==> src/rtl/cache_stats_pkg.sv <==
// Shared definitions for the cache statistics reader: select codes, table size, FSM states.
// Optional build macro: STATS_READER_SNAPSHOT_EN (freeze counters during a sweep).
package cache_stats_pkg;

  localparam int N_WORDS     = 20;
  localparam int COMM_EN_BIT = 24;

  // 64-bit counters are exposed as LO/HI pairs of 32-bit words
  localparam logic [4:0] HIT_LO       = 5'h00;
  localparam logic [4:0] HIT_HI       = 5'h01;
  localparam logic [4:0] MISS_LO      = 5'h02;
  localparam logic [4:0] MISS_HI      = 5'h03;
  localparam logic [4:0] WRITE_LO     = 5'h04;
  localparam logic [4:0] WRITE_HI     = 5'h05;
  localparam logic [4:0] READ_LO      = 5'h06;
  localparam logic [4:0] READ_HI      = 5'h07;
  localparam logic [4:0] EVIC_LO      = 5'h08;
  localparam logic [4:0] EVIC_HI      = 5'h09;
  localparam logic [4:0] WB_LO        = 5'h0A;
  localparam logic [4:0] WB_HI        = 5'h0B;
  localparam logic [4:0] WALLTIME_LO  = 5'h0C;
  localparam logic [4:0] WALLTIME_HI  = 5'h0D;
  localparam logic [4:0] CFG_STATUS   = 5'h0E;
  localparam logic [4:0] CACHE_ID     = 5'h0F;
  localparam logic [4:0] LRU_EVIC_LO  = 5'h10;
  localparam logic [4:0] LRU_EVIC_HI  = 5'h11;
  localparam logic [4:0] RAND_EVIC_LO = 5'h12;
  localparam logic [4:0] RAND_EVIC_HI = 5'h13;

  typedef enum logic [1:0] {
    IDLE = 2'd0,
    SET  = 2'd1,
    PUSH = 2'd2,
    DONE = 2'd3
  } state_t;

endpackage

==> src/rtl/cache_stats_addr_rom.sv <==
// Combinational sweep-index to controller select-code table.
module cache_stats_addr_rom
  import cache_stats_pkg::*;
(
  input  logic [4:0] index,
  output logic [4:0] select
);

  // ID word first so the host can tag the sweep before the counters arrive
  always_comb begin
    select = CACHE_ID;
    case (index)
      5'd0:    select = CACHE_ID;
      5'd1:    select = HIT_LO;
      5'd2:    select = HIT_HI;
      5'd3:    select = MISS_LO;
      5'd4:    select = MISS_HI;
      5'd5:    select = WRITE_LO;
      5'd6:    select = WRITE_HI;
      5'd7:    select = READ_LO;
      5'd8:    select = READ_HI;
      5'd9:    select = EVIC_LO;
      5'd10:   select = EVIC_HI;
      5'd11:   select = WB_LO;
      5'd12:   select = WB_HI;
      5'd13:   select = WALLTIME_LO;
      5'd14:   select = WALLTIME_HI;
      5'd15:   select = CFG_STATUS;
      5'd16:   select = LRU_EVIC_LO;
      5'd17:   select = LRU_EVIC_HI;
      5'd18:   select = RAND_EVIC_LO;
      5'd19:   select = RAND_EVIC_HI;
      default: select = CACHE_ID;
    endcase
  end

endmodule

==> src/rtl/cache_stats_reader.sv <==
// Walks the statistics table of one cache's performance controller and streams {addr,data}.
// Build macro STATS_READER_SNAPSHOT_EN: hold count-enable low while a sweep is in progress.
module cache_stats_reader
  import cache_stats_pkg::*;
#(
  parameter int READ_LATENCY = 2
) (
  input  logic        clock_i,
  input  logic        reset_i,
  input  logic        enable_i,
  input  logic        start_i,
  input  logic        abort_i,
  output logic [31:0] comm_o,
  input  logic [31:0] comm_i,
  output logic [31:0] data_o,
  output logic [4:0]  addr_o,
  output logic        valid_o,
  input  logic        ready_i,
  output logic        last_o,
  output logic        busy_o,
  output logic        done_o
);

  localparam int              WAIT_W    = $clog2(READ_LATENCY + 1);
  localparam logic [WAIT_W-1:0] WAIT_LAST = WAIT_W'(READ_LATENCY - 1);
  localparam logic [4:0]      LAST_IDX  = 5'(N_WORDS - 1);

  state_t              state, state_next;
  logic [4:0]          index, index_next;
  logic [WAIT_W-1:0]   wait_cnt, wait_next;
  logic [4:0]          rom_sel;
  logic                capture;
  logic                busy_next;
  logic                en_next;
  logic [31:0]         comm_next;

  cache_stats_addr_rom u_rom (
    .index  (index_next),
    .select (rom_sel)
  );

  // Next-state: abort overrides everything, including a start in IDLE
  always_comb begin
    state_next = state;
    index_next = index;
    wait_next  = wait_cnt;
    capture    = 1'b0;
    if (abort_i) begin
      state_next = IDLE;
      index_next = 5'd0;
      wait_next  = '0;
    end else begin
      case (state)
        IDLE: begin
          if (start_i) begin
            state_next = SET;
            index_next = 5'd0;
            wait_next  = '0;
          end else begin
            state_next = IDLE;
          end
        end
        SET: begin
          if (wait_cnt == WAIT_LAST) begin
            capture    = 1'b1;
            state_next = PUSH;
            wait_next  = '0;
          end else begin
            wait_next  = wait_cnt + WAIT_W'(1);
          end
        end
        PUSH: begin
          if (!ready_i) begin
            state_next = PUSH;
          end else if (index == LAST_IDX) begin
            state_next = DONE;
          end else begin
            index_next = index + 5'd1;
            state_next = SET;
          end
        end
        DONE: begin
          state_next = IDLE;
          index_next = 5'd0;
        end
        default: begin
          state_next = IDLE;
          index_next = 5'd0;
          wait_next  = '0;
        end
      endcase
    end
  end

  // Config word assembly; the select stays on the bus through the whole read and any stall
  always_comb begin
    busy_next = (state_next == SET) || (state_next == PUSH);
`ifdef STATS_READER_SNAPSHOT_EN
    en_next   = enable_i & ~busy_next;
`else
    en_next   = enable_i;
`endif
    comm_next              = 32'h0000_0000;
    comm_next[COMM_EN_BIT] = en_next;
    if (busy_next) begin
      comm_next[4:0] = rom_sel;
    end else begin
      comm_next[4:0] = 5'h00;
    end
  end

  // State and registered outputs
  always_ff @(posedge clock_i) begin
    if (reset_i) begin
      state    <= IDLE;
      index    <= 5'd0;
      wait_cnt <= '0;
      comm_o   <= 32'h0000_0000;
      data_o   <= 32'h0000_0000;
      addr_o   <= 5'h00;
      valid_o  <= 1'b0;
      last_o   <= 1'b0;
      busy_o   <= 1'b0;
      done_o   <= 1'b0;
    end else begin
      state    <= state_next;
      index    <= index_next;
      wait_cnt <= wait_next;
      comm_o   <= comm_next;
      if (capture) begin
        data_o <= comm_i;
        addr_o <= comm_o[4:0];
      end
      valid_o  <= (state_next == PUSH);
      last_o   <= (state_next == PUSH) && (index_next == LAST_IDX);
      busy_o   <= busy_next;
      done_o   <= (state_next == DONE);
    end
  end

endmodule

==> config.mk <==
export PLATFORM = sky130hd
export DESIGN_NAME = cache_stats_reader
export DESIGN_NICKNAME = d
export VERILOG_FILES = /design/src/rtl/cache_stats_pkg.sv /design/src/rtl/cache_stats_addr_rom.sv /design/src/rtl/cache_stats_reader.sv
export SDC_FILE = /design/constraint.sdc
export NUM_CORES = 1
export LEC_CHECK = 0
export CAP_MARGIN = 20
export CORE_ASPECT_RATIO = 1.1
export CORE_MARGIN = 4
export CORE_UTILIZATION = 25
export DETAILED_ROUTE_END_ITERATION = 8
export GPL_TIMING_DRIVEN = 0
export PLACE_DENSITY = 0.5
export SETUP_SLACK_MARGIN = 0.05
export SYNTH_ARGS = -nofsm -noshare
export SYNTH_HDL_FRONTEND = slang
export SYNTH_SLANG_ARGS = --single-unit
==> constraint.sdc <==
create_clock -name clock_i -period 4.52 [get_ports clock_i]
set_input_delay 1.13 -clock clock_i [delete_from_list [all_inputs] [get_ports clock_i]]
set_output_delay 1.13 -clock clock_i [all_outputs]
set_load 0.02 [all_outputs]
==> results of run 1 <==
-- sequential cells by signal, summed over array words and instances, names as in the netlist --
signal    flops
addr_o        5
busy_o        1
comm_o        6
data_o       32
done_o        1
index         5
last_o        1
state         2
valid_o       1
wait_cnt      2
-- placed cells by master, fill, tap and decap left out, types with 2 or more instances in the layout --
master           instances
o21ai_0                  3
dfxtp_1                 56
clkbuf_8                 6
buf_4                   26
buf_2                    3
clkbuf_1                 9
and3_1                   2
or2_2                    2
nor3_1                   3
nor2_1                  14
inv_1                    7
nand3_1                  9
a31oi_1                  2
nor2b_1                  4
nand2_1                 76
clkdlybuf4s50_1         83
nand4_1                  2
conb_1                  26
buf_1                    3
a21oi_1                 39
ha_1                     4
or3_1                    2
-- path summary, 6_finish.rpt --
check                   start     endpoint  slack (ns)  cells after the start
hold / removal    wait_cnt[1]  wait_cnt[1]        0.43                      2
setup / recovery      ready_i    comm_o[3]        1.28                      9
setup reg to reg     index[0]    comm_o[3]        1.94                      9
hold reg to reg   wait_cnt[1]  wait_cnt[1]        0.43                      2
-- cell usage after synthesis, drive strengths merged, types with 3 or more instances --
cell,count,area share [%]
a31oi,3,1.0
dfxtp,56,46
inv,7,1.1
nand2,76,12
clkbuf,9,1.4
a21oi,39,8.0
nand3,9,1.8
a31o,3,1.4
buf,32,9.1
nor2,14,2.2
and3,3,0.97
nand2b,3,1.2
nor3,3,0.61
o21ai,3,0.61
nor2b,5,1.6
ha,4,2.0
-- final cells by class --
class                           instances  area (µm²)  share of cell area (%)
Buffer                                 41         255                    7.07
Clock buffer                            6        82.6                    2.29
Clock inverter                          2        13.8                   0.381
Inverter                                7        26.3                   0.728
Multi-Input combinational cell        214        1130                    31.4
Sequential cell                        56        1120                    31.1
Tap cell                              117         146                    4.06
Timing Repair Buffer                   83         831                    23.0
-- cell families after synthesis --
family	after synthesis	share of synthesized area [%]
fa+ha+maj	4	2.05
compound gates	58	15.3
mux	1	0.410
flops	56	45.9
other cells	1	0.154
buf+inv	48	11.5
simple gates	125	24.6
-- metal layers --
layer  up-vias  track usage (%)  part of all wire [%]
li1       1152                -                     -
met1      1005             13.9                    43
met2        62             18.8                    49
met3         7             2.38                   6.1
met4         0             2.97                   1.5
met5         -                0                     0
-- power by group through the flow --
stage | logic [µW] | clock network (µW) | registers [µW]
after global placement | 104 | 0 | 510
after floorplan | 54.5 | 0 | 514
after detailed placement | 103 | 0 | 510
after global routing | 112 | 324 | 499
after CTS | 104 | 303 | 499
final | 104 | 286 | 498
-- through the flow --
stage	instances	utilization, %
global placement	518	37.2
floorplan	318	-
detailed placement	518	37.2
CTS	526	38.2
global route	526	38.2
finish	526	38.2
-- tightest hold or removal path, stage by stage, from the launching register on --
cell and delay, ns:
dfxtp_1 0.32, inv_1 0.04, nor2_1 0.03
==> flow_summary.ini, run 1 <==
[floorplanning]
row_count = 37
start_util_pct = 25.9
die-height_um = 112
pin_count = 111
core_area_um2 = 9440
die_width_um = 102
die-area_um2 = 11400

[logic_synthesis]
synthArstFlopShare_pct = 0
synth_edf_count = 0
ys_seq_area_share_pct = 45.9
netlist_instances = 293
ys_ff_latch = 56
synth_area_um2 = 2440
avgSynthCellArea_um2 = 8.34
synth_warnings = 0
ys_types = 46
ys.flop_type = dfxtp_1

[worst_setup_path]
critical_path_buf_inv_count = 3
worstSetupPathType = input pin to flip-flop
critical_path_required_ns = 4.74
crit_chain = clkdlybuf4s50_1 > inv_1 > o21ai_0 > a21boi_0 > nor2_1 > ha_1 > or2_2 > clkbuf_1 > nor4_2
cp_data_arrival_time_ns = 3.46
crit_family = buffers and inverters
path_max_fanout = 6
critical_path.max_stage_delay_ns = 0.58
cp_slowest_cell = clkdlybuf4s50_1
start_kind = input pin
endpoint_kind = flip-flop

[sta]
fin_crit_ns = 3.24
fin_crit_sh_pct = 71.7
max_freq_mhz = 309
final_max_slew_viol_count = 0
slew_headroom_pct = 57.4
grt_setup_unrepaired = no
setup_tns_ns = 0
hold_slack_ns = 0.428
hold_viol = 0
finalSetupViolations = 0
skew_ns = 0.00647
setup_ws_ns = 1.28
tightestPinTransition_ns = 0.636

[place]
io_buffer_count = 83
dpl_cell_area_um2 = 3510
place.gp.congestion = 0.776
dp_hpwl_um = 4990
place_ws_ns = 0.969

[drt]
drtAntennaViolNets = 0
drt_first_pass_iters = 3
drc = 0
wl_um = 6420
wire_per_inst_um = 12.2
first_iter_violations = 73
vias = 2226
vias_per_cell = 4.23

[status]
outcome = complete, no violations

[global_routing]
grt_max_degree = 18
grt_use_total_pct = 11.0
antenna_found_initial = 0
grt_pass1_vias = 2145
grt_pass1_wl_um = 10300
overflow = 0

[clocking]
cts_inserted_buffers = 5
path_clk_slew_ns = 0.10
cts_root_buf = clkbuf_8
clockBufferDepth = 2
cts_tree = built
cts_setup_buffers = 0
clkSinkCount = 56
clk_latency_ns = 0.30
post_cts_resized = 0
ctsHtreeMaxLevel = 2
hold_buffers = 0

[finish]
nFillCells = 1005
nets = 450
area_growth_pct = 47.8
stdcell_area_um2 = 3610
antenna_cells = 0
drive_above_1_share_pct = 12.5

[power]
pwr_density_cell_nw_per_um2 = 246
switching_share_pct = 23.8
p_clk_share_pct = 32.2
vdd_drop_max_mv = 0.120
p_sw_uw = 211
p_leak_uw = 0.00134
total_power_uw = 888
p_seq_share_pct = 56.1
combPwrFrac_pct = 11.7
p_int_uw = 677

[run]
cap_violations = 0

[hold_path]
hold_path_class = flip-flop to flip-flop
No activity file was read; power rests on OpenSTA's default activity.
==> run 2, diff against run 1 <==
==> constraint.sdc (replaced) <==
create_clock -name clock_i -period 3.39 [get_ports clock_i]
set_input_delay 0.8475 -clock clock_i [delete_from_list [all_inputs] [get_ports clock_i]]
set_output_delay 0.8475 -clock clock_i [all_outputs]
set_load 0.02 [all_outputs]
==> results of run 2 <==
The final DEF is identical to that of run 1. Status: complete, no violations.
Among the figures that moved: setup slack after placement 0.969 ns -> 0.121 ns; setup slack after layout 1.28 ns -> 0.433 ns; register-to-register setup slack 1.94 ns -> 0.81 ns; total power 888 µW -> 1180 µW; worst IR drop on VDD 0.120 mV -> 0.160 mV
==> run 3, diff against run 2 <==
--- a/config.mk
+++ b/config.mk
@@ -16,3 +16,4 @@
 export SYNTH_ARGS = -nofsm -noshare
 export SYNTH_HDL_FRONTEND = slang
 export SYNTH_SLANG_ARGS = --single-unit
+export TNS_END_PERCENT = 50
==> constraint.sdc (replaced) <==
create_clock -name clock_i -period 3.6 [get_ports clock_i]
set_input_delay 0.9 -clock clock_i [delete_from_list [all_inputs] [get_ports clock_i]]
set_output_delay 0.9 -clock clock_i [all_outputs]
set_load 0.02 [all_outputs]
==> results of run 3 <==
The final DEF is identical to that of run 1. Status: complete, no violations.
Among the figures that moved: setup slack after placement 0.969 ns -> 0.279 ns; setup slack after layout 1.28 ns -> 0.590 ns; register-to-register setup slack 1.94 ns -> 1.02 ns; total power 888 µW -> 1110 µW; worst IR drop on VDD 0.120 mV -> 0.151 mV
